--- config.mk ---
export PLATFORM = sky130hd
export DESIGN_NAME = addb_rr_sched
export DESIGN_NICKNAME = d
export VERILOG_FILES = /design/src/rtl/addb_rr_sched.sv
export SDC_FILE = /design/constraint.sdc
export NUM_CORES = 1
export LEC_CHECK = 0
export CORE_MARGIN = 2
export CORE_UTILIZATION = 64
export DETAILED_ROUTE_END_ITERATION = 7
export DONT_BUFFER_PORTS = 1
export GPL_ROUTABILITY_DRIVEN = 0
export PLACE_DENSITY = 0.77
export SYNTH_ARGS = -nofsm -noshare
export SYNTH_HDL_FRONTEND = slang
export SYNTH_SLANG_ARGS = --single-unit
--- constraint.sdc ---
create_clock -name clk -period 4.1 [get_ports clk]
set_input_delay 0.41 -clock clk [delete_from_list [all_inputs] [get_ports clk]]
set_output_delay 0.41 -clock clk [all_outputs]
set_load 0.05 [all_outputs]
--- src/rtl/addb_rr_sched.sv ---
// addb_rr_sched: round-robin scheduler sharing one SR = DQ + SE reconstruction
// adder among NREQ requesters. Two-stage stallable pipeline (operand register,
// output register) with req/ack on the input side and valid/ready on the output.
// Optional build macro: ADDB_SR_SAT_EN -- saturate SR on signed overflow
// instead of wrapping mod 2^16.
module addb_rr_sched #(
  parameter int NREQ = 4,
  parameter int IDW  = 2
) (
  input  logic                 clk,
  input  logic                 reset,
  input  logic [NREQ-1:0]      req,
  input  logic [16*NREQ-1:0]   dq,
  input  logic [15*NREQ-1:0]   se,
  output logic [NREQ-1:0]      ack,
  output logic                 sr_valid,
  input  logic                 sr_ready,
  output logic [15:0]          sr,
  output logic [IDW-1:0]       sr_id,
  output logic [15:0]          sr_count
);

  logic [IDW-1:0] ptr;
  logic           v1;
  logic [15:0]    op_dq;
  logic [14:0]    op_se;
  logic [IDW-1:0] op_id;

  logic           s2_adv;
  logic           accept;
  logic           gnt_any;
  logic [IDW-1:0] gnt_idx;
  logic [IDW-1:0] cand;
  logic           take;
  logic [15:0]    sel_dq;
  logic [14:0]    sel_se;

  logic [15:0]    dqi;
  logic [15:0]    sei;
  logic [15:0]    sum;
  logic [15:0]    sr_next;

  assign s2_adv = !sr_valid || sr_ready;
  assign accept = !v1 || s2_adv;
  // Held in reset, no requester is acknowledged.
  assign take   = reset && accept && gnt_any;

  // Search upward from ptr+1 (mod NREQ) for the first pending request.
  always_comb begin
    gnt_any = 1'b0;
    gnt_idx = '0;
    cand    = '0;
    for (int unsigned k = 1; k <= NREQ; k++) begin
      cand = IDW'((32'(ptr) + k) % NREQ);
      if (!gnt_any && req[cand]) begin
        gnt_any = 1'b1;
        gnt_idx = cand;
      end
    end
  end

  // One-hot ack and operand mux for the granted requester.
  always_comb begin
    ack    = '0;
    sel_dq = '0;
    sel_se = '0;
    for (int unsigned i = 0; i < NREQ; i++) begin
      if (gnt_idx == IDW'(i)) begin
        ack[i] = take;
        sel_dq = dq[16*i +: 16];
        sel_se = se[15*i +: 15];
      end
    end
  end

  // Sign-magnitude DQ to two's complement, sign-extended SE, and the add.
  always_comb begin
    dqi     = op_dq[15] ? (16'd0 - {1'b0, op_dq[14:0]}) : op_dq;
    sei     = {op_se[14], op_se};
    sum     = dqi + sei;
    sr_next = sum;
`ifdef ADDB_SR_SAT_EN
    if ((dqi[15] == sei[15]) && (sum[15] != dqi[15])) begin
      sr_next = dqi[15] ? 16'h8000 : 16'h7FFF;
    end
`endif
  end

  // Round-robin pointer follows the last granted index.
  always_ff @(posedge clk or negedge reset) begin
    if (!reset) begin
      ptr <= IDW'(NREQ - 1);
    end else if (take) begin
      ptr <= gnt_idx;
    end
  end

  // Stage 1: operand register, holds when the pipeline cannot accept.
  always_ff @(posedge clk or negedge reset) begin
    if (!reset) begin
      v1    <= 1'b0;
      op_dq <= '0;
      op_se <= '0;
      op_id <= '0;
    end else if (accept) begin
      v1 <= gnt_any;
      if (gnt_any) begin
        op_dq <= sel_dq;
        op_se <= sel_se;
        op_id <= gnt_idx;
      end
    end
  end

  // Stage 2: output register, frozen while a result waits for sr_ready.
  always_ff @(posedge clk or negedge reset) begin
    if (!reset) begin
      sr_valid <= 1'b0;
      sr       <= '0;
      sr_id    <= '0;
    end else if (s2_adv) begin
      sr_valid <= v1;
      if (v1) begin
        sr    <= sr_next;
        sr_id <= op_id;
      end
    end
  end

  // Delivered-result counter, wraps naturally at 16 bits.
  always_ff @(posedge clk or negedge reset) begin
    if (!reset) begin
      sr_count <= '0;
    end else if (sr_valid && sr_ready) begin
      sr_count <= sr_count + 16'd1;
    end
  end

endmodule

## Yosys cells after proc, flatten, opt, wreduce, memory -nomap -nowiden

Index checks and enable logic that the tools add are counted.

- Add/subtract/negate cells: 7
- Multiply operators: 0
- Divide/modulo/power cells: 0
- $lt $le $gt $ge: 4
- Eq/ne operators: 3
- Shifts and indexed selects: 0
- Mux-type cells: 29
- Bitwise gates (word level): 0
- Reduce and logical (&&, ||, !) cells: 16

Operators with widths:

| cell | count |
|---|---|
| two-way mux 16 bit | 5 |
| two-way mux 15 bit | 4 |
| adder 16 x 1 -> 16 bit, second input constant | 1 |
| adder 16 bit | 1 |
| subtractor 1 x 15 -> 16 bit, first input constant | 1 |
| < comparator 2 x 3 -> 1 bit, second input constant | 4 |
| two-way mux 1 bit | 12 |
| binary-select mux 1 bit (select 2 bit) | 4 |
| two-way mux 2 bit | 4 |
| logical AND 1 bit | 6 |
| logical NOT 1 bit | 5 |
| adder 2 x 1 -> 2 bit, second input constant | 2 |
| adder 2 bit, second input constant | 2 |
| == test 2 bit, second input constant | 2 |
| AND reduction 2 bit | 2 |
| == test 2 x 1 -> 1 bit, second input constant | 1 |
| logical NOT 2 bit | 1 |
| logical OR 1 bit | 2 |

- Bits in registers: 71
- Bits in latches: 0
- RAM bits: 0
- ROM bits: 0
- Bits of input ports: 131
- Output and inout bits: 39
- Logic and storage cells: 68
- Memories kept: 0

## Longest topological paths before layout

Gate-level depths: netlist of the first run.

- Word-level depth: 18
- Depth in mapped cells: 12

## Worst setup path before layout of the first run

No wires, ideal clock.

- Path type: register to register
- Start: reg op_dq[5]
- End: reg sr[15]
- Library setup time: 131 ps
- Arrival: 2,910 ps
- Slack: 1,059 ps
- Cell stages (with the launch flop): 11
- Buffers on the path: 0
- Clock period less this slack: 3,041 ps
- Cell sequence: dfrtp_1 > or4_4 > or3_4 > o41ai_1 > xnor2_1 > ha_1 > nand2_1 > o21ai_0 > nor2_1 > and3_1 > or3_1

- Longest elaborated chain between the ends: 3

Ends and longest elaborated chain:

| what | line | RTL |
|---|---|---|
| start, declared | 25 | `logic [15:0] op_dq;` |
| start signal, assigned | 108 | `op_dq <= sel_dq;` |
| subtractor 1 x 15 -> 16 bit | 78 | `dqi = op_dq[15] ? (16'd0 - {1'b0, op_dq[14:0]}) : op_dq;` |
| two-way mux 16 bit (*) | 78 |  |
| adder 16 bit (*) | 80 | `sum = dqi + sei;` |
| end signal, assigned | 124 | `sr <= sr_next;` |
| end, declared | 18 | `output logic [15:0] sr,` |

Mark *: on every way between the ends. The rest lies on a longest branch, timed or not.
A chain may end at the register's enable or synchronous reset.

## Final worst setup path of the first run

Ends and elaborated chain as after synthesis.

==> report_table.html, run 1 <==
<table>
<tr><th>Metric</th><th>Value</th></tr>
<tr><th colspan="2">Outcome</th></tr>
<tr><td>Result of the run</td><td>completed</td></tr>
<tr><th colspan="2">Final layout</th></tr>
<tr><td>Number of antenna repair diodes</td><td>0</td></tr>
<tr><td>Number of non-filler instances in the completed layout</td><td>570</td></tr>
<tr><td>Fraction of final layout cells with drive strength greater than 1</td><td>14.35%</td></tr>
<tr><td>Area Overhead vs Synth</td><td>8.281%</td></tr>
<tr><td>Most common library cell in the layout ignoring fill and taps</td><td>sky130_fd_sc_hd__dfrtp_1</td></tr>
<tr><td>Commonest cells after routing, fill and taps aside</td><td>69 x sky130_fd_sc_hd__dfrtp_1, 52 x sky130_fd_sc_hd__o21ai_0, 49 x sky130_fd_sc_hd__nand2_1</td></tr>
<tr><td>Number of nets at the end of the flow</td><td>622</td></tr>
<tr><th colspan="2">Yosys</th></tr>
<tr><td>Number of instances in the synthesized netlist</td><td>473</td></tr>
<tr><td>Part of the Yosys area used for sequential elements</td><td>38.48%</td></tr>
<tr><td>Count of unique library cells instantiated by Yosys</td><td>approximately 50</td></tr>
<tr><td>Synth Cell Area</td><td>roughly 4600 µm²</td></tr>
<tr><td>Average instance area after synthesis</td><td>9.774 µm²</td></tr>
<tr><td>Syn nets</td><td>625</td></tr>
<tr><td>Proportion of synthesized flip-flops having asynchronous set or reset</td><td>100.0%</td></tr>
<tr><td>Synth Warn #</td><td>0</td></tr>
<tr><td>Area share of the largest cell type after synthesis</td><td>37.35%</td></tr>
<tr><td>Number of flops mapped to enable cells by yosys</td><td>0</td></tr>
<tr><td>Total of flip-flops plus latches after synthesis</td><td>71</td></tr>
<tr><td>Synth top area cells</td><td>sky130_fd_sc_hd__dfrtp_1 37%, sky130_fd_sc_hd__mux2_2 8.0%, sky130_fd_sc_hd__mux2i_1 7.1%</td></tr>
<tr><td>Area leader, netlist</td><td>sky130_fd_sc_hd__dfrtp_1</td></tr>
<tr><td>Synth Flop Type</td><td>sky130_fd_sc_hd__dfrtp_1</td></tr>
<tr><th colspan="2">STA</th></tr>
<tr><td>Unrepaired setup endpoints after global routing</td><td>false</td></tr>
<tr><td>Final min period</td><td>3337 ps</td></tr>
<tr><td>Final Slew Violations</td><td>0</td></tr>
<tr><td>Highest attainable clock frequency</td><td>0.2997 GHz</td></tr>
<tr><td>Worst slew slack as a fraction of its limit</td><td>41.35%</td></tr>
<tr><td>Worst hold margin</td><td>126.0 ps</td></tr>
<tr><td>Final worst path period share</td><td>81.38%</td></tr>
<tr><td>Pin slew with the least headroom to its limit</td><td>876.5 ps</td></tr>
<tr><td>Accumulated negative setup slack</td><td>0 ps</td></tr>
<tr><td>Clock tree skew after final layout</td><td>8.697 ps</td></tr>
<tr><td>Count of endpoints failing hold in the final timing report</td><td>0</td></tr>
<tr><td>Worst Slack Setup Final</td><td>763.3 ps</td></tr>
<tr><td>Final setup violation count</td><td>0</td></tr>
<tr><th colspan="2">Min path</th></tr>
<tr><td>Classification of the worst-slack hold path</td><td>in -&gt; reg</td></tr>
<tr><th colspan="2">Floorplan</th></tr>
<tr><td>I/O pin count</td><td>170</td></tr>
<tr><td>Starting density of the core</td><td>about two thirds</td></tr>
<tr><td>Height of the chip</td><td>88.99 µm</td></tr>
<tr><td>Standard cell core area</td><td>slightly below 7000 µm²</td></tr>
<tr><td>Chip width</td><td>88.99 µm</td></tr>
<tr><td>Area of the die</td><td>slightly below 8000 µm²</td></tr>
<tr><td>Row count</td><td>30</td></tr>
<tr><th colspan="2">Global route</th></tr>
<tr><td>Overall Global Routing Usage</td><td>a little over a quarter</td></tr>
<tr><td>Grt total ovfl</td><td>0</td></tr>
<tr><td>Wire length of the first global-routing pass</td><td>about 16000 µm</td></tr>
<tr><td>Antenna violations before repair</td><td>0</td></tr>
<tr><td>Number of global-route vias before repair</td><td>3296</td></tr>
<tr><td>Largest net degree at the start of global routing</td><td>72</td></tr>
<tr><th colspan="2">Route</th></tr>
<tr><td>Per-cell via count in the routed design</td><td>6.400</td></tr>
<tr><td>Detailed-route wire length</td><td>between 10000 and 15000 µm</td></tr>
<tr><td>Average wire length per cell after detail routing</td><td>18.71 µm</td></tr>
<tr><td>DRC violation total after the first TritonRoute iteration</td><td>188</td></tr>
<tr><td>Remaining number of nets flagged by the antenna check after routing</td><td>0</td></tr>
<tr><td>Detailed-router iteration count before antenna repair</td><td>5</td></tr>
<tr><td>Post-route DRC violation count</td><td>0</td></tr>
<tr><td>Number of vias after detailed routing</td><td>3648</td></tr>
<tr><th colspan="2">Critical path</th></tr>
<tr><td>Crit path largest cell delay</td><td>~570 ps</td></tr>
<tr><td>Critical path type</td><td>reg -&gt; reg</td></tr>
<tr><td>Endpoint arrival time on the critical path</td><td>around 3600 ps</td></tr>
<tr><td>Worst Path Max Fanout</td><td>5</td></tr>
<tr><td>Type of element capturing the critical path</td><td>register</td></tr>
<tr><td>Startpoint class of the critical path</td><td>register</td></tr>
<tr><td>Required time of the worst setup path</td><td>4320 ps</td></tr>
<tr><td>Slowest CP cell</td><td>sky130_fd_sc_hd__or4_4</td></tr>
<tr><td>Crit-path cells</td><td>or4_4 &gt; or3_4 &gt; o41ai_1 &gt; xnor2_1 &gt; ha_1 &gt; nand2_1 &gt; o21ai_0 &gt; nor2_1 &gt; and3_1 &gt; or3_1</td></tr>
<tr><th colspan="2">Run</th></tr>
<tr><td>Maxcap violations</td><td>0</td></tr>
<tr><th colspan="2">Placed design</th></tr>
<tr><td>Placed cells</td><td>553</td></tr>
<tr><td>Number of input and output port buffers inserted</td><td>0</td></tr>
<tr><td>Post-Place Worst Slack</td><td>between 800 and 900 ps</td></tr>
<tr><td>Half-perimeter wire length after placement</td><td>8007 µm</td></tr>
<tr><th colspan="2">CTS</th></tr>
<tr><td>Hold buffer count at CTS</td><td>2</td></tr>
<tr><td>Maximum clock path buffer count</td><td>2</td></tr>
<tr><td>Clock network latency to the later pin of the worst-skew pair</td><td>350 ps</td></tr>
<tr><td>H-tree levels</td><td>3</td></tr>
<tr><td>Clock edge transition at the registers on the reported setup and hold paths</td><td>approximately 80 ps</td></tr>
<tr><td>Number of setup buffers added after CTS</td><td>0</td></tr>
<tr><td>Total clock sinks</td><td>71</td></tr>
<tr><td>Root Buffer</td><td>sky130_fd_sc_hd__clkbuf_8</td></tr>
<tr><td>Total of cells resized after clock tree synthesis</td><td>0</td></tr>
<tr><td>CTS tree</td><td>yes</td></tr>
<tr><td>Num CTS Buffers</td><td>9</td></tr>
<tr><th colspan="2">Power and ir drop</th></tr>
<tr><td>Power Density</td><td>approximately 780 nW/µm²</td></tr>
<tr><td>Tot Pwr</td><td>3.922 mW</td></tr>
<tr><td>Reported leakage power</td><td>2.153 nW</td></tr>
<tr><td>Maximum vdd drop</td><td>between 0.3 and 0.4 mV</td></tr>
</table>
-- final timing paths --
kind                           from           to  slack (ps)  depth (start not counted)
min reg2reg                op_id[1]     op_id[1]         490                          1
max reg2reg                op_dq[5]       sr[15]         760                         10
max in group asynchronous     reset       ptr[1]        3160                          2
min                           reset       ptr[0]         130                          1
min in group asynchronous     reset  sr_count[6]         610                          2
max                        op_dq[5]       sr[15]         760                         10
-- Yosys cell counts, drive strengths merged, types with 3 or more instances --
cell type,instances
nand2,49
a31oi,4
a21o,5
o21a,5
xor2,9
nor3,5
o41ai,3
or3,3
o31ai,4
ha,20
mux2i,33
o21ai,53
nor2,18
buf,7
or4,4
nand2b,6
and3,4
a22oi,34
a211oi,4
a21oi,15
o211ai,3
dfrtp,69
mux2,33
xnor2,30
nand3,7
clkbuf,15
inv,5
nand4,6
-- cells by family after synthesis --
kind of cell | share of synthesized area [%]
AO/OA/AOI/OAI | 19.38
AND/OR/NAND/NOR | 11.42
flip-flops | 38.48
multiplexers | 15.18
XOR/XNOR | 7.388
buffers and inverters | 2.300
adder cells (fa/ha/maj) | 5.846
-- state kept, by name (all words and copies together), names as in the netlist --
register / flops
op_dq: 16
op_id: 2
op_se: 15
ptr: 2
sr: 16
sr_count: 16
sr_id: 2
sr_valid: 1
v1: 1
-- through the flow --
stage / util [%] / area (µm²)
3_3_place_gp: 68.21 / 4711
6_report: 72.48 / 5006
3_5_place_dp: 68.21 / 4711
2_1_floorplan: - / 4623
5_1_grt: 72.48 / 5006
4_1_cts: 72.48 / 5006
-- cell type report --
| class | instances | area, µm² |
|---|---|---|
| sequential | 71 | 1779 |
| clock buffer | 9 | 123.9 |
| multi-input combinational | 375 | 2748 |
| clock inverter | 6 | 133.9 |
| timing repair buffer | 8 | 82.58 |
| fill | 523 | 1901 |
| inverter | 5 | 18.77 |
| tap | 96 | 120.1 |
-- power breakdown --
part / internal (mW) / switching [mW] / leakage [nW]
registers: 0.919 / 0.649 / 0.873
clock network: 0.462 / 0.259 / 0.129
logic: 0.748 / 0.884 / 1.15
total: 2.13 / 1.79 / 2.15
-- worst max-delay path: cells and delay by family (launching register included) --
family	cells	cell delay [ps]
AND/OR/NAND/NOR	6	1730
XOR/XNOR	1	150
AO/OA/AOI/OAI	2	540
flip-flops	1	420
adder cells (fa/ha/maj)	1	360
-- routing by layer --
metal  wire, µm  share of wire (%)  track usage (%)
met2       5111                 48            42.06
met1       4425                 41            35.63
met4        257                2.4            11.67
met5          0                  0                0
met3        872                8.2            5.817
Power figures use the tool's default switching activity.
==> run 2, diff against run 1 <==
==> constraint.sdc (replaced) <==
create_clock -name clk -period 3.1 [get_ports clk]
set_input_delay 0.31 -clock clk [delete_from_list [all_inputs] [get_ports clk]]
set_output_delay 0.31 -clock clk [all_outputs]
set_load 0.05 [all_outputs]
==> run 2 against run 1 <==
Compared with the run above: the flow now finishes with violations (negative setup slack); die area did not move; clock power rose by 24%; sequential share of layout area fell by 1.8 points; wire length rose by 7.1%; sequential power rose by 30%; final cell count rose by 4.0%; utilization rose by 3.9 points; critical path type unchanged; critical endpoint unchanged; largest cell class unchanged.
==> report_table.html, run 2 (synthesis gave the netlist of run 1 again) <==
<table>
<tr><th>Metric</th><th>Value</th></tr>
<tr><th colspan="2">Outcome</th></tr>
<tr><td>Result of the run</td><td>finished with violations</td></tr>
<tr><td>Failing checks</td><td>negative setup slack</td></tr>
<tr><th colspan="2">Route</th></tr>
<tr><td>DR WL met2</td><td>5837 µm</td></tr>
<tr><td>Remaining number of nets flagged by the antenna check after routing</td><td>0</td></tr>
<tr><td>Number of vias after detailed routing</td><td>3765</td></tr>
<tr><td>Average wire length per cell after detail routing</td><td>19.27 µm</td></tr>
<tr><td>Met3 Wirelength</td><td>slightly below 800 µm</td></tr>
<tr><td>Top layer used by detailed routing</td><td>met4</td></tr>
<tr><td>Post-route DRC violation count</td><td>0</td></tr>
<tr><td>Detailed-route wire length</td><td>between 10000 and 15000 µm</td></tr>
<tr><td>Metal-1 WL</td><td>4599 µm</td></tr>
<tr><td>Per-cell via count in the routed design</td><td>6.349</td></tr>
<tr><td>Detailed-router iteration count before antenna repair</td><td>4</td></tr>
<tr><td>DRC violation total after the first TritonRoute iteration</td><td>272</td></tr>
<tr><th colspan="2">Power and ir drop</th></tr>
<tr><td>Internal</td><td>2.983 mW</td></tr>
<tr><td>Share of total power in the clock network</td><td>16.1%</td></tr>
<tr><td>Tot Pwr</td><td>5.560 mW</td></tr>
<tr><td>Net switching component of the power</td><td>2.578 mW</td></tr>
<tr><td>Power Density</td><td>1055 nW/µm²</td></tr>
<tr><td>Maximum vdd drop</td><td>0.4854 mV</td></tr>
<tr><td>Switching part of the total</td><td>46.36%</td></tr>
<tr><td>Reported leakage power</td><td>2.273 nW</td></tr>
<tr><td>Fraction of power consumed by sequential logic</td><td>36.7%</td></tr>
<tr><td>Combinational cell fraction of total power</td><td>a little under half</td></tr>
<tr><th colspan="2">Global route</th></tr>
<tr><td>Grt total ovfl</td><td>0</td></tr>
<tr><td>Overall Global Routing Usage</td><td>28.57%</td></tr>
<tr><td>Largest net degree at the start of global routing</td><td>72</td></tr>
<tr><td>Wire length of the first global-routing pass</td><td>17320 µm</td></tr>
<tr><td>Number of global-route vias before repair</td><td>3652</td></tr>
<tr><td>Antenna violations before repair</td><td>0</td></tr>
<tr><th colspan="2">Final layout</th></tr>
<tr><td>Number of non-filler instances in the completed layout</td><td>593</td></tr>
<tr><td>Area Overhead vs Synth</td><td>14.05%</td></tr>
<tr><td>Number of antenna repair diodes</td><td>0</td></tr>
<tr><td>Number of nets at the end of the flow</td><td>644</td></tr>
<tr><td>Top flop regs</td><td>op_dq (16), sr (16), sr_count (16)</td></tr>
<tr><td>Fin util</td><td>approximately 76%</td></tr>
<tr><td>Commonest cells after routing, fill and taps aside</td><td>69 x sky130_fd_sc_hd__dfrtp_1, 47 x sky130_fd_sc_hd__nand2_1, 47 x sky130_fd_sc_hd__o21ai_0</td></tr>
<tr><td>Post-route standard cell area excluding fillers</td><td>5273 µm²</td></tr>
<tr><td>Fillcell total</td><td>between 400 and 500</td></tr>
<tr><td>Fraction of final layout cells with drive strength greater than 1</td><td>22.33%</td></tr>
<tr><td>Most common library cell in the layout ignoring fill and taps</td><td>sky130_fd_sc_hd__dfrtp_1</td></tr>
<tr><th colspan="2">CTS</th></tr>
<tr><td>Root Buffer</td><td>sky130_fd_sc_hd__clkbuf_8</td></tr>
<tr><td>Num CTS Buffers</td><td>9</td></tr>
<tr><td>Clock edge transition at the registers on the reported setup and hold paths</td><td>80 ps</td></tr>
<tr><td>H-tree levels</td><td>3</td></tr>
<tr><td>Total clock sinks</td><td>71</td></tr>
<tr><td>CTS tree</td><td>yes</td></tr>
<tr><td>Clock network latency to the later pin of the worst-skew pair</td><td>between 300 and 400 ps</td></tr>
<tr><td>Maximum clock path buffer count</td><td>2</td></tr>
<tr><th colspan="2">STA</th></tr>
<tr><td>Final worst path period share</td><td>100.2%</td></tr>
<tr><td>Pin slew with the least headroom to its limit</td><td>1274 ps</td></tr>
<tr><td>Worst slew slack as a fraction of its limit</td><td>14.95%</td></tr>
<tr><td>Final Slew Violations</td><td>0</td></tr>
<tr><td>Final setup violation count</td><td>1</td></tr>
<tr><td>Highest attainable clock frequency</td><td>0.3220 GHz</td></tr>
<tr><td>Worst Slack Setup Final</td><td>-5.533 ps</td></tr>
<tr><td>Final min period</td><td>3106 ps</td></tr>
<tr><td>Accumulated negative setup slack</td><td>-5.533 ps</td></tr>
<tr><td>Unrepaired setup endpoints after global routing</td><td>true</td></tr>
<tr><td>Worst hold margin</td><td>19.80 ps</td></tr>
<tr><td>Clock tree skew after final layout</td><td>9.593 ps</td></tr>
<tr><td>Count of endpoints failing hold in the final timing report</td><td>0</td></tr>
<tr><th colspan="2">Floorplan</th></tr>
<tr><td>Starting density of the core</td><td>roughly two thirds</td></tr>
<tr><td>Standard cell core area</td><td>6907 µm²</td></tr>
<tr><td>Height of the chip</td><td>88.99 µm</td></tr>
<tr><td>Row count</td><td>30</td></tr>
<tr><td>Chip width</td><td>between 80 and 90 µm</td></tr>
<tr><td>I/O pin count</td><td>170</td></tr>
<tr><td>Area of the die</td><td>7919 µm²</td></tr>
<tr><th colspan="2">Critical path</th></tr>
<tr><td>Type of element capturing the critical path</td><td>register</td></tr>
<tr><td>Worst Path Max Fanout</td><td>3</td></tr>
<tr><td>Endpoint arrival time on the critical path</td><td>approximately 3300 ps</td></tr>
<tr><td>Startpoint class of the critical path</td><td>register</td></tr>
<tr><td>Critical path type</td><td>reg -&gt; reg</td></tr>
<tr><td>Required time of the worst setup path</td><td>around 3300 ps</td></tr>
<tr><th colspan="2">Placed design</th></tr>
<tr><td>Placed cells</td><td>571</td></tr>
<tr><td>Post-Place Worst Slack</td><td>-36.93 ps</td></tr>
<tr><td>Number of input and output port buffers inserted</td><td>0</td></tr>
<tr><td>Placed inst area</td><td>4846 µm²</td></tr>
<tr><td>Half-perimeter wire length after placement</td><td>8481 µm</td></tr>
<tr><th colspan="2">Min path</th></tr>
<tr><td>Classification of the worst-slack hold path</td><td>in -&gt; reg</td></tr>
<tr><th colspan="2">Run</th></tr>
<tr><td>Maxcap violations</td><td>0</td></tr>
</table>
## run 2: layer usage
metal  vias to the layer above  global-route usage (%)
li1                       1789                       -
met5                         -                       0
met3                        21                   7.295
met2                       143                   47.35
met1                      1812                   36.86
met4                         0                   9.227
## run 2: power groups by stage
| stage | Combinational, mW | Clock, mW | Sequential, mW |
|---|---|---|---|
| finish | 2.62 | 0.897 | 2.04 |
| global route | 2.88 | 0.951 | 2.08 |
| CTS | 2.37 | 0.910 | 2.04 |
| detailed placement | 2.30 | 0 | 2.05 |
| global placement | 2.22 | 0 | 2.04 |
| floorplan | 1.76 | 0 | 1.98 |
## run 2: cell type report
cell class,instances,area (µm²),share of cell area (%)
Inverter,5,18.77,0.3560
Timing Repair Buffer,30,251.5,4.770
Clock inverter,7,121.4,2.302
Clock buffer,9,123.9,2.349
Multi-Input combinational cell,375,2858,54.20
Sequential cell,71,1779,33.74
Tap cell,96,120.1,2.278
## run 2: worst max-delay path: stages (launching register included)
cell	delay, ps
sky130_fd_sc_hd__dfrtp_1	380
sky130_fd_sc_hd__or4_4	540
sky130_fd_sc_hd__buf_6	150
sky130_fd_sc_hd__nor2_1	90
sky130_fd_sc_hd__nand2_1	100
sky130_fd_sc_hd__o31a_1	290
sky130_fd_sc_hd__xor2_2	170
sky130_fd_sc_hd__ha_1	340
sky130_fd_sc_hd__nand2_1	80
sky130_fd_sc_hd__nor2_1	130
sky130_fd_sc_hd__a31oi_2	140
sky130_fd_sc_hd__and3_4	180
sky130_fd_sc_hd__or3_4	370
## run 2: path summary, 6_finish.rpt
| check | from | to | slack [ps] | cells past startpoint |
|---|---|---|---|---|
| worst max-delay path | op_dq[2] | sr[15] | -6 | 12 |
| worst min-delay path | reset | ptr[0] | 20 | 1 |
| worst max register to register | op_dq[2] | sr[15] | -6 | 12 |
| worst min register to register | op_id[1] | op_id[1] | 480 | 1 |
| max in group asynchronous | reset | ptr[1] | 2290 | 2 |
| min in group asynchronous | reset | sr_count[3] | 500 | 2 |
## run 2: what timing repair did
action	CTS	global route
hold buffers	2	0
cloned	0	0
setup endpoints to repair	3	6
gates resized for setup	4	25
buffers inserted	0	4
hold endpoints to repair	71	0
pin swaps	0	17
==> run 3, diff against run 2 <==
--- a/config.mk
+++ b/config.mk
@@ -11,6 +11,7 @@
 export DONT_BUFFER_PORTS = 1
 export GPL_ROUTABILITY_DRIVEN = 0
 export PLACE_DENSITY = 0.77
+export SKIP_LAST_GASP = 1
 export SYNTH_ARGS = -nofsm -noshare
 export SYNTH_HDL_FRONTEND = slang
 export SYNTH_SLANG_ARGS = --single-unit
==> run 3 against run 2 <==
Compared with the run above: the run now ends clean; combinational power hardly changed; wire length shrank 0.36%; critical endpoint unchanged; first-iteration DRC count increased by 7.4%; clock-buffer cell count unchanged; cell area is the same; final cell count unchanged.
==> report_table.html, run 3 (synthesis gave the netlist of run 1 again) <==
<table>
<tr><th>Metric</th><th>Value</th></tr>
<tr><th colspan="2">Power and ir drop</th></tr>
<tr><td>Reported leakage power</td><td>2.273 nW</td></tr>
<tr><td>Maximum vdd drop</td><td>0.4841 mV</td></tr>
<tr><td>Power Density</td><td>1053 nW/µm²</td></tr>
<tr><td>Tot Pwr</td><td>5.553 mW</td></tr>
<tr><th colspan="2">STA</th></tr>
<tr><td>Worst slew slack as a fraction of its limit</td><td>between 15 and 20%</td></tr>
<tr><td>Count of endpoints failing hold in the final timing report</td><td>0</td></tr>
<tr><td>Pin slew with the least headroom to its limit</td><td>roughly 1300 ps</td></tr>
<tr><td>Highest attainable clock frequency</td><td>approximately 0.32 GHz</td></tr>
<tr><td>Final setup violation count</td><td>0</td></tr>
<tr><td>Clock tree skew after final layout</td><td>between 9 and 10 ps</td></tr>
<tr><td>Worst Slack Setup Final</td><td>2.631 ps</td></tr>
<tr><td>Worst hold margin</td><td>16.31 ps</td></tr>
<tr><td>Unrepaired setup endpoints after global routing</td><td>true</td></tr>
<tr><td>Final worst path period share</td><td>about 100%</td></tr>
<tr><td>Final min period</td><td>3097 ps</td></tr>
<tr><td>Final Slew Violations</td><td>0</td></tr>
<tr><th colspan="2">Floorplan</th></tr>
<tr><td>Height of the chip</td><td>just under 90 µm</td></tr>
<tr><td>Area of the die</td><td>~7900 µm²</td></tr>
<tr><td>Starting density of the core</td><td>roughly two thirds</td></tr>
<tr><td>Standard cell core area</td><td>6907 µm²</td></tr>
<tr><td>Row count</td><td>30</td></tr>
<tr><td>Chip width</td><td>88.99 µm</td></tr>
<tr><td>I/O pin count</td><td>170</td></tr>
<tr><th colspan="2">CTS</th></tr>
<tr><td>CTS tree</td><td>yes</td></tr>
<tr><td>Clock edge transition at the registers on the reported setup and hold paths</td><td>80 ps</td></tr>
<tr><td>Total clock sinks</td><td>roughly 70</td></tr>
<tr><td>Clock network latency to the later pin of the worst-skew pair</td><td>350 ps</td></tr>
<tr><td>Num CTS Buffers</td><td>9</td></tr>
<tr><td>Root Buffer</td><td>sky130_fd_sc_hd__clkbuf_8</td></tr>
<tr><td>Maximum clock path buffer count</td><td>2</td></tr>
<tr><td>H-tree levels</td><td>3</td></tr>
<tr><th colspan="2">Critical path</th></tr>
<tr><td>CP Capture Point</td><td>sr[15]</td></tr>
<tr><td>End of the worst register-to-register path</td><td>sr[15]</td></tr>
<tr><td>Startpoint class of the critical path</td><td>register</td></tr>
<tr><td>Register-to-register setup slack</td><td>~2.6 ps</td></tr>
<tr><td>Reg-to-Reg Start</td><td>op_dq[2]</td></tr>
<tr><td>Critical path type</td><td>reg -&gt; reg</td></tr>
<tr><td>Reg2Reg Depth</td><td>12</td></tr>
<tr><td>Endpoint arrival time on the critical path</td><td>3330 ps</td></tr>
<tr><td>Worst Path Max Fanout</td><td>3</td></tr>
<tr><td>Crit. Startpoint</td><td>op_dq[2]</td></tr>
<tr><td>Type of element capturing the critical path</td><td>register</td></tr>
<tr><td>Required time of the worst setup path</td><td>3330 ps</td></tr>
<tr><th colspan="2">Min path</th></tr>
<tr><td>Classification of the worst-slack hold path</td><td>in -&gt; reg</td></tr>
<tr><th colspan="2">Route</th></tr>
<tr><td>Average wire length per cell after detail routing</td><td>19.20 µm</td></tr>
<tr><td>Met3 Wirelength</td><td>823 µm</td></tr>
<tr><td>Top layer used by detailed routing</td><td>met4</td></tr>
<tr><td>Post-route DRC violation count</td><td>0</td></tr>
<tr><td>Remaining number of nets flagged by the antenna check after routing</td><td>0</td></tr>
<tr><td>Metal-1 WL</td><td>4553 µm</td></tr>
<tr><td>DRC violation total after the first TritonRoute iteration</td><td>292</td></tr>
<tr><td>DR WL met2</td><td>5783 µm</td></tr>
<tr><td>Detailed-route wire length</td><td>11380 µm</td></tr>
<tr><td>Detailed-router iteration count before antenna repair</td><td>5</td></tr>
<tr><td>Per-cell via count in the routed design</td><td>6.366</td></tr>
<tr><td>Number of vias after detailed routing</td><td>3775</td></tr>
<tr><th colspan="2">Global route</th></tr>
<tr><td>Grt total ovfl</td><td>0</td></tr>
<tr><td>Number of global-route vias before repair</td><td>3652</td></tr>
<tr><td>Overall Global Routing Usage</td><td>28.57%</td></tr>
<tr><td>Antenna violations before repair</td><td>0</td></tr>
<tr><td>Largest net degree at the start of global routing</td><td>72</td></tr>
<tr><td>Wire length of the first global-routing pass</td><td>17320 µm</td></tr>
<tr><th colspan="2">Final layout</th></tr>
<tr><td>Fraction of final layout cells with drive strength greater than 1</td><td>between 20 and 25%</td></tr>
<tr><td>Area occupied by multi-input gates</td><td>2858 µm²</td></tr>
<tr><td>Commonest cells after routing, fill and taps aside</td><td>69 x sky130_fd_sc_hd__dfrtp_1, 47 x sky130_fd_sc_hd__nand2_1, 47 x sky130_fd_sc_hd__o21ai_0</td></tr>
<tr><td>Number of nets at the end of the flow</td><td>644</td></tr>
<tr><td>Area Overhead vs Synth</td><td>14.05%</td></tr>
<tr><td>Fillcell total</td><td>489</td></tr>
<tr><td>Top flop regs</td><td>op_dq (16), sr (16), sr_count (16)</td></tr>
<tr><td>Number of antenna repair diodes</td><td>0</td></tr>
<tr><td>Most common library cell in the layout ignoring fill and taps</td><td>sky130_fd_sc_hd__dfrtp_1</td></tr>
<tr><td>Register area</td><td>1779 µm²</td></tr>
<tr><th colspan="2">Placed design</th></tr>
<tr><td>Number of input and output port buffers inserted</td><td>0</td></tr>
<tr><td>Half-perimeter wire length after placement</td><td>8481 µm</td></tr>
<tr><td>Post-Place Worst Slack</td><td>-36.93 ps</td></tr>
<tr><th colspan="2">Outcome</th></tr>
<tr><td>Result of the run</td><td>completed</td></tr>
<tr><th colspan="2">Run</th></tr>
<tr><td>Maxcap violations</td><td>0</td></tr>
</table>
[run 3: final cells by class]
type	count	area share, %
clock buffers	9	2.349
clock inverters	7	2.302
inverters	5	0.3560
multi-input cells	375	54.20
flip-flops and latches	71	33.74
well taps	96	2.278
repair buffers	30	4.770
[run 3: worst max-delay path: stages, from the launching register on]
cell	delay (ps)
sky130_fd_sc_hd__dfrtp_1	380
sky130_fd_sc_hd__or4_4	540
sky130_fd_sc_hd__buf_6	150
sky130_fd_sc_hd__nor2_1	90
sky130_fd_sc_hd__nand2_1	90
sky130_fd_sc_hd__o31a_1	290
sky130_fd_sc_hd__xor2_2	170
sky130_fd_sc_hd__ha_1	340
sky130_fd_sc_hd__nand2_1	80
sky130_fd_sc_hd__nor2_1	130
sky130_fd_sc_hd__a31oi_2	140
sky130_fd_sc_hd__and3_4	180
sky130_fd_sc_hd__or3_4	370
[run 3: per-stage QoR]
stage	setup TNS [ps]	util (%)	area, µm²	instances
after global placement	0	70.16	4846	571
after floorplan	0	-	4623	473
after global routing	-193.1	76.34	5273	593
after detailed placement	-55.31	70.16	4846	571
final	0	76.34	5273	593
after CTS	-4.156	74.53	5147	589
[run 3: how the worst min path moves through the flow]
stage / depth (start not counted) / startpoint / to
6_report: 1 / reset / ptr[0]
5_1_grt: 1 / reset / ptr[0]
4_1_cts: 1 / reset / ptr[0]
3_5_place_dp: 0 / reset / sr_count[6]
3_3_place_gp: 0 / reset / sr_count[6]
2_1_floorplan: 0 / reset / op_dq[0]
[run 3: power by group]
group / total, mW / leakage [nW] / switching (mW) / internal (mW)
combinational: 2.62 / 1.28 / 1.39 / 1.23
clock: 0.898 / 0.123 / 0.361 / 0.537
sequential: 2.04 / 0.873 / 0.823 / 1.21
total: 5.55 / 2.27 / 2.57 / 2.98
[run 3: repair_timing]
action | CTS | global route
buffers inserted | 0 | 4
hold buffers | 2 | 0
pin swaps | 0 | 16
endpoints found under the hold margin | 71 | 0
gates resized for setup | 4 | 25
setup endpoints to repair | 3 | 6
[run 3: layer usage]
| metal | vias up | global-route usage (%) |
|---|---|---|
| met5 | - | 0 |
| met1 | 1795 | 36.86 |
| met2 | 168 | 47.35 |
| met3 | 25 | 7.295 |
| li1 | 1787 | - |
| met4 | 0 | 9.227 |
